===== src/rtl/gfx_pkg.sv =====
// Shared graphics types: layer configuration record, 4:4:4 pixel, compositor defaults.
package gfx_pkg;

  // Config fields are stored at these maximum widths and zero-extended from the port widths.
  localparam int unsigned GFX_COORD_MAX = 16;
  localparam int unsigned GFX_ADDR_MAX  = 32;

  localparam int unsigned GFX_MARK_THRESH = 5;
  localparam logic [11:0] GFX_BG_COLOR    = 12'hfff;

  typedef struct packed {
    logic [3:0] r;
    logic [3:0] g;
    logic [3:0] b;
  } rgb444_t;

  typedef struct packed {
    logic                     en;
    logic                     opaque;
    logic [GFX_COORD_MAX-1:0] x;
    logic [GFX_COORD_MAX-1:0] y;
    logic [GFX_COORD_MAX-1:0] w;
    logic [GFX_COORD_MAX-1:0] h;
    logic [GFX_ADDR_MAX-1:0]  base;
  } layer_cfg_t;

endpackage


===== src/rtl/sprite_layer_hit.sv =====
// Per-layer rectangle hit test and image-memory address for one pixel request.
module sprite_layer_hit
  import gfx_pkg::*;
#(
  parameter int unsigned COORD_W = 10,
  parameter int unsigned ADDR_W  = 18
) (
  input  layer_cfg_t          cfg_i,
  input  logic [COORD_W-1:0]  x_i,
  input  logic [COORD_W-1:0]  y_i,
  output logic                hit_o,
  output logic [ADDR_W-1:0]   addr_o
);

  // One extra bit so x+w / y+h never wrap past the screen edge.
  localparam int unsigned EW = GFX_COORD_MAX + 1;

  logic [EW-1:0] xr, yr, dx, dy;
  logic          in_x, in_y;

  always_comb begin
    xr     = EW'(x_i);
    yr     = EW'(y_i);
    dx     = xr - EW'(cfg_i.x);
    dy     = yr - EW'(cfg_i.y);
    in_x   = (xr >= EW'(cfg_i.x)) && (xr < EW'(cfg_i.x) + EW'(cfg_i.w));
    in_y   = (yr >= EW'(cfg_i.y)) && (yr < EW'(cfg_i.y) + EW'(cfg_i.h));
    hit_o  = cfg_i.en && in_x && in_y;
    addr_o = ADDR_W'(cfg_i.base + GFX_ADDR_MAX'(dy) * GFX_ADDR_MAX'(cfg_i.w) + GFX_ADDR_MAX'(dx));
  end

endmodule


===== src/rtl/sprite_compositor.sv =====
// Multi-layer sprite compositor: double-buffered layer config, 3-stage pixel pipeline
// (S0 hit/address, S1 ROM read, S2 priority select), highest visible layer wins.
module sprite_compositor
  import gfx_pkg::*;
#(
  parameter int unsigned      NUM_LAYERS  = 4,
  parameter int unsigned      COORD_W     = 10,
  parameter int unsigned      ADDR_W      = 18,
  parameter int unsigned      PIX_W       = 12,
  parameter int unsigned      MARK_THRESH = GFX_MARK_THRESH,
  parameter logic [PIX_W-1:0] BG_COLOR    = GFX_BG_COLOR,
  localparam int unsigned     LW          = (NUM_LAYERS > 1) ? $clog2(NUM_LAYERS) : 1
) (
  input  logic                         clk,
  input  logic                         rst,
  input  logic                         i_frame_start,
  input  logic                         i_cfg_we,
  input  logic [LW-1:0]                i_cfg_layer,
  input  logic [COORD_W-1:0]           i_cfg_x,
  input  logic [COORD_W-1:0]           i_cfg_y,
  input  logic [COORD_W-1:0]           i_cfg_w,
  input  logic [COORD_W-1:0]           i_cfg_h,
  input  logic [ADDR_W-1:0]            i_cfg_base,
  input  logic                         i_cfg_en,
  input  logic                         i_cfg_opaque,
  input  logic                         i_valid,
  input  logic [COORD_W-1:0]           i_x_read,
  input  logic [COORD_W-1:0]           i_y_read,
  output logic [NUM_LAYERS-1:0]        o_ren,
  output logic [NUM_LAYERS*ADDR_W-1:0] o_addr,
  input  logic [NUM_LAYERS*PIX_W-1:0]  i_pix,
  input  logic [NUM_LAYERS*4-1:0]      i_mark,
  output logic                         o_valid,
  output logic [3:0]                   o_r,
  output logic [3:0]                   o_g,
  output logic [3:0]                   o_b
);

  layer_cfg_t pend_q [NUM_LAYERS];
  layer_cfg_t pend_d [NUM_LAYERS];
  layer_cfg_t act_q  [NUM_LAYERS];
  layer_cfg_t act_d  [NUM_LAYERS];
  layer_cfg_t wr_cfg;

  logic [NUM_LAYERS-1:0]        hit_s0;
  logic [ADDR_W-1:0]            addr_s0 [NUM_LAYERS];
  logic [NUM_LAYERS-1:0]        ren_q, opq0_q, hit1_q, opq1_q;
  logic [NUM_LAYERS*ADDR_W-1:0] addr_q;
  logic                         v0_q, v1_q, valid_q;
  rgb444_t                      rgb_q, rgb_d;

  always_comb begin
    wr_cfg        = '0;
    wr_cfg.en     = i_cfg_en;
    wr_cfg.opaque = i_cfg_opaque;
    wr_cfg.x      = GFX_COORD_MAX'(i_cfg_x);
    wr_cfg.y      = GFX_COORD_MAX'(i_cfg_y);
    wr_cfg.w      = GFX_COORD_MAX'(i_cfg_w);
    wr_cfg.h      = GFX_COORD_MAX'(i_cfg_h);
    wr_cfg.base   = GFX_ADDR_MAX'(i_cfg_base);
  end

  // Commit copies the post-write pending set, so a coincident write reaches active.
  always_comb begin
    for (int unsigned i = 0; i < NUM_LAYERS; i++) begin
      pend_d[i] = pend_q[i];
      if (i_cfg_we && (32'(i_cfg_layer) == i)) pend_d[i] = wr_cfg;
      act_d[i] = i_frame_start ? pend_d[i] : act_q[i];
    end
  end

  for (genvar g = 0; g < NUM_LAYERS; g++) begin : g_layer
    sprite_layer_hit #(
      .COORD_W (COORD_W),
      .ADDR_W  (ADDR_W)
    ) u_hit (
      .cfg_i  (act_q[g]),
      .x_i    (i_x_read),
      .y_i    (i_y_read),
      .hit_o  (hit_s0[g]),
      .addr_o (addr_s0[g])
    );
  end

  always_comb begin
    rgb_d = rgb444_t'(BG_COLOR);
    for (int unsigned i = 0; i < NUM_LAYERS; i++) begin
      if (hit1_q[i] && (opq1_q[i] || (32'(i_mark[4*i +: 4]) > MARK_THRESH)))
        rgb_d = rgb444_t'(i_pix[PIX_W*i +: PIX_W]);
    end
  end

  // Opaque is captured with the hit so in-flight pixels ignore later commits.
  always_ff @(posedge clk or posedge rst) begin
    if (rst) begin
      for (int unsigned i = 0; i < NUM_LAYERS; i++) begin
        pend_q[i] <= '0;
        act_q[i]  <= '0;
      end
      ren_q   <= '0;
      addr_q  <= '0;
      opq0_q  <= '0;
      hit1_q  <= '0;
      opq1_q  <= '0;
      v0_q    <= 1'b0;
      v1_q    <= 1'b0;
      valid_q <= 1'b0;
      rgb_q   <= rgb444_t'(BG_COLOR);
    end else begin
      for (int unsigned i = 0; i < NUM_LAYERS; i++) begin
        pend_q[i]                  <= pend_d[i];
        act_q[i]                   <= act_d[i];
        ren_q[i]                   <= i_valid && hit_s0[i];
        addr_q[ADDR_W*i +: ADDR_W] <= (i_valid && hit_s0[i]) ? addr_s0[i] : '0;
        opq0_q[i]                  <= act_q[i].opaque;
      end
      v0_q    <= i_valid;
      v1_q    <= v0_q;
      hit1_q  <= ren_q;
      opq1_q  <= opq0_q;
      valid_q <= v1_q;
      if (v1_q) rgb_q <= rgb_d;
    end
  end

  assign o_ren   = ren_q;
  assign o_addr  = addr_q;
  assign o_valid = valid_q;
  assign o_r     = rgb_q.r;
  assign o_g     = rgb_q.g;
  assign o_b     = rgb_q.b;

endmodule


===== config.mk =====
export PLATFORM = sky130hd
export DESIGN_NAME = sprite_compositor
export DESIGN_NICKNAME = d
export VERILOG_FILES = /design/src/rtl/gfx_pkg.sv /design/src/rtl/sprite_layer_hit.sv /design/src/rtl/sprite_compositor.sv
export SDC_FILE = /design/constraint.sdc
export NUM_CORES = 2
export LEC_CHECK = 0
export CORE_ASPECT_RATIO = 1.2
export CORE_MARGIN = 2
export CORE_UTILIZATION = 23
export CTS_CLUSTER_DIAMETER = 50
export DETAILED_ROUTE_END_ITERATION = 10
export HOLD_SLACK_MARGIN = 0.08
export PLACE_DENSITY_LB_ADDON = 0.15
export SLEW_MARGIN = 20
export SYNTH_ARGS = -nofsm -noshare
export SYNTH_HDL_FRONTEND = slang
export SYNTH_SLANG_ARGS = --single-unit

===== constraint.sdc =====
create_clock -name clk -period 24.5 [get_ports clk]
set_input_delay 3.675 -clock clk [delete_from_list [all_inputs] [get_ports clk]]
set_output_delay 3.675 -clock clk [all_outputs]
set_load 0.02 [all_outputs]

==> qor.csv <==
stage,metric,value,unit
synth,seq_area_frac_synth,31.58,%
synth,synth.most_common_cell,inv_1,
worst_setup_path,crit_path_top_delay_cell,o31ai_2,
drt,first_pass_iters,5,
synth,yosys.area.top_type,dfrtp_1,
timing,setup_viol,0,
cts,clock_latency,0.75,ns
drt,drt_iter0_markers,1809,
floorplan,die_x,475.9,um
synth,yosys.cell_types.count,95,
placement,place.gp.congestion,0.8023,
cts,cts_htree_levels,3,
cells_and_area,nets,7552,
cts,cts_resized,0,
global_route,antenna_found_initial,36,
synth,ys_ff_latch,775,
worst_setup_path,crit_required,25.12,ns
synth,synth_top_area_share,31.06,%
timing,fmax,78.57,MHz
cts,cts_tree,yes,
cells_and_area,areaGrowthSynthToFinish,17.81,%
worst_setup_path,crit_arrival,13.34,ns
placement,dp_hpwl,149400,um
cts,clock-sinks,775,
global_route,grt_pass1_vias,46380,
drt,dr_wl_met2,104600,um
drt,remaining_drc_errors,0,
timing,finalSetupTns,0,ns
worst_hold_path,min_from,v0_q,
worst_setup_path,critPathKind,in -> reg,
drt,vias,42149,
synth,synth_flop_cell,dfrtp_1,
cts,clockRootBuffer,clkbuf_16,
global_route,grt_max_degree,142,
drt,dr_wl_met3,5448,um
worst_setup_path,crit_path_end_kind,register,
floorplan,die-height,570.3,um
worst_setup_path,reg2reg_from,act_q[65],
job,drv_cap,0,
worst_setup_path,cp-start-kind,input port,
worst_setup_path,cp-startpoint,i_y_read[1],
worst_hold_path,hold_class,reg -> reg,
synth,synth-async-reset-ratio,100.0,%
timing,final.min_clock_period,12.73,ns
cts,cts_buffer_depth,3,
synth,synth_edf_count,0,
floorplan,pin_count,240,
global_route,grt_pass1_wl,301900,um
synth,synthTopCellsByCount,"inv_1 (962), dfrtp_1 (763), nand2_1 (646)",
timing,tightest_slew,1.191,ns
drt,vias_per_cell,4.212,
floorplan,rows,207,
placement,numPortBuffers,235,
status,status,"finished, final reports clean",
synth,avgSynthCellArea,10.10,um2
timing,rsz0062_at_grt,false,
timing,slew_headroom,20.34,%
cts,holdBufCountCts,0,
timing,maxSlewViolCount,0,
drt,wl_met1,82200,um
drt,final_antenna_net_count,0,
drt,drt-total-wl,198400,um
cts,clkTransAtPathRegs,0.06,ns
global_route,overflow,0,
cts,numCtsBuffers,118,
drt,wl_per_cell,19.83,um
timing,fin_crit_sh,51.95,%
worst_setup_path,crit_fanout,9,
drt,top_layer,met4,
floorplan,dieArea,271400,um2
synth,syn-cell-area,61460,um2
worst_setup_path,cp_slowest_stage_delay,0.95,ns
timing,hold_viol_final,0,
synth,syn_inst,6088,
cts,post_cts_buffers,0,
cells_and_area,finalCoreUtilization,27.28,%
timing,skew,0.04040,ns
worst_setup_path,cpMostUsedCell,xnor2_1,
cells_and_area,drive_gt1_share,11.17,%
synth,synth_area_leaders,"dfrtp_1 (31%), fa_1 (19%), ha_1 (10%)",
synth,yosysWarnings,0,
global_route,grt_usage,14.86,%
floorplan,initial_core_util,23.15,%
floorplan,core_region_area,265500,um2
synth,syn_nets,7307,
## layer usage
layer	GRT usage [%]	vias to the layer above
li1	-	19980
met1	17.81	21361
met2	27.70	551
met3	1.490	257
met4	4.362	0
met5	0	-
## logic make-up (layout without fill, tap and decap cells)
| family | after synthesis | count (layout) | synth area share [%] |
|---|---|---|---|
| other | 0 | 24 | 0 |
| adder cells (fa/ha/maj) | 1068 | 1068 | 28.78 |
| flip-flops | 775 | 775 | 31.58 |
| buffers and inverters | 1156 | 1498 | 7.074 |
| multiplexers | 371 | 371 | 6.781 |
| XOR/XNOR | 308 | 308 | 4.755 |
| AO/OA/AOI/OAI | 730 | 730 | 7.365 |
| AND/OR/NAND/NOR | 1680 | 1680 | 13.67 |
## worst max-delay path: cells and delay by family
kind                       cells  cell delay, ns
buffers and inverters          4            0.88
AOI/OAI and AO/OA              4            1.86
and+or+nand+nor                4            0.71
xor gates and xnor gates      12            2.95
adders and majority gates      7            3.24
## through the flow
step / worst slack [ns] / cells / hold WS, ns / area [um2]
3_3_place_gp: 10.95 / 9766 / 0.3344 / 68300
4_1_cts: 11.62 / 9983 / 0.3415 / 72330
2_1_floorplan: 10.20 / 6088 / 0.3312 / 61470
3_5_place_dp: 10.87 / 9766 / 0.3355 / 68300
6_report: 11.77 / 10007 / 0.3403 / 72410
5_1_grt: 11.46 / 9995 / 0.3439 / 72380
## final timing paths
check / slack (ns) / cells past startpoint / end
min in group asynchronous: 3.32 / 2 / o_addr[17]
max: 11.77 / 31 / o_addr[71]
max reg2reg: 14.88 / 30 / o_addr[71]
min reg2reg: 0.34 / 0 / v1_q
min: 0.34 / 0 / v1_q
max in group asynchronous: 16.98 / 7 / hit1_q[3]
## layout by cell type (no fill, tap or decap), types with 21 or more instances in the layout
| cell | count |
|---|---|
| inv_1 | 961 |
| nand2b_1 | 75 |
| nor2_1 | 181 |
| ha_1 | 492 |
| nor2b_1 | 135 |
| nor3_1 | 53 |
| o21ai_0 | 260 |
| xor2_1 | 95 |
| nand3_1 | 36 |
| xnor2_1 | 182 |
| dfrtp_1 | 763 |
| diode_2 | 24 |
| clkbuf_16 | 119 |
| o21bai_1 | 35 |
| or3_1 | 21 |
| a31oi_1 | 32 |
| fa_1 | 576 |
| nand2_1 | 646 |
| o21a_1 | 42 |
| mux2_2 | 363 |
| buf_4 | 81 |
| a21oi_1 | 160 |
| clkdlybuf4s50_1 | 234 |
| nor4_1 | 26 |
| a21o_1 | 53 |
| and2_1 | 431 |
## flip-flops by register name, indices dropped and copies added, names as in the netlist
name and count:
act_q 336, hit1_q 4, o_addr 72, o_b 4, o_g 4, o_r 4, o_ren 4, o_valid 1
opq0_q 4, opq1_q 4, pend_q 336, v0_q 1, v1_q 1
## area by class of cell
cell class,instances,area (um2)
Antenna cell,24,60.06
Clock buffer,143,3168
Clock inverter,74,863.3
Fill cell,27970,193100
Inverter,963,3618
Multi-Input combinational cell,4157,37840
Sequential cell,775,19410
Tap cell,3553,4446
Timing Repair Buffer,318,3005
Power is left out: the tool's default activity adds up to more than one toggle a clock period on the data nets, which glitch-free logic cannot reach.
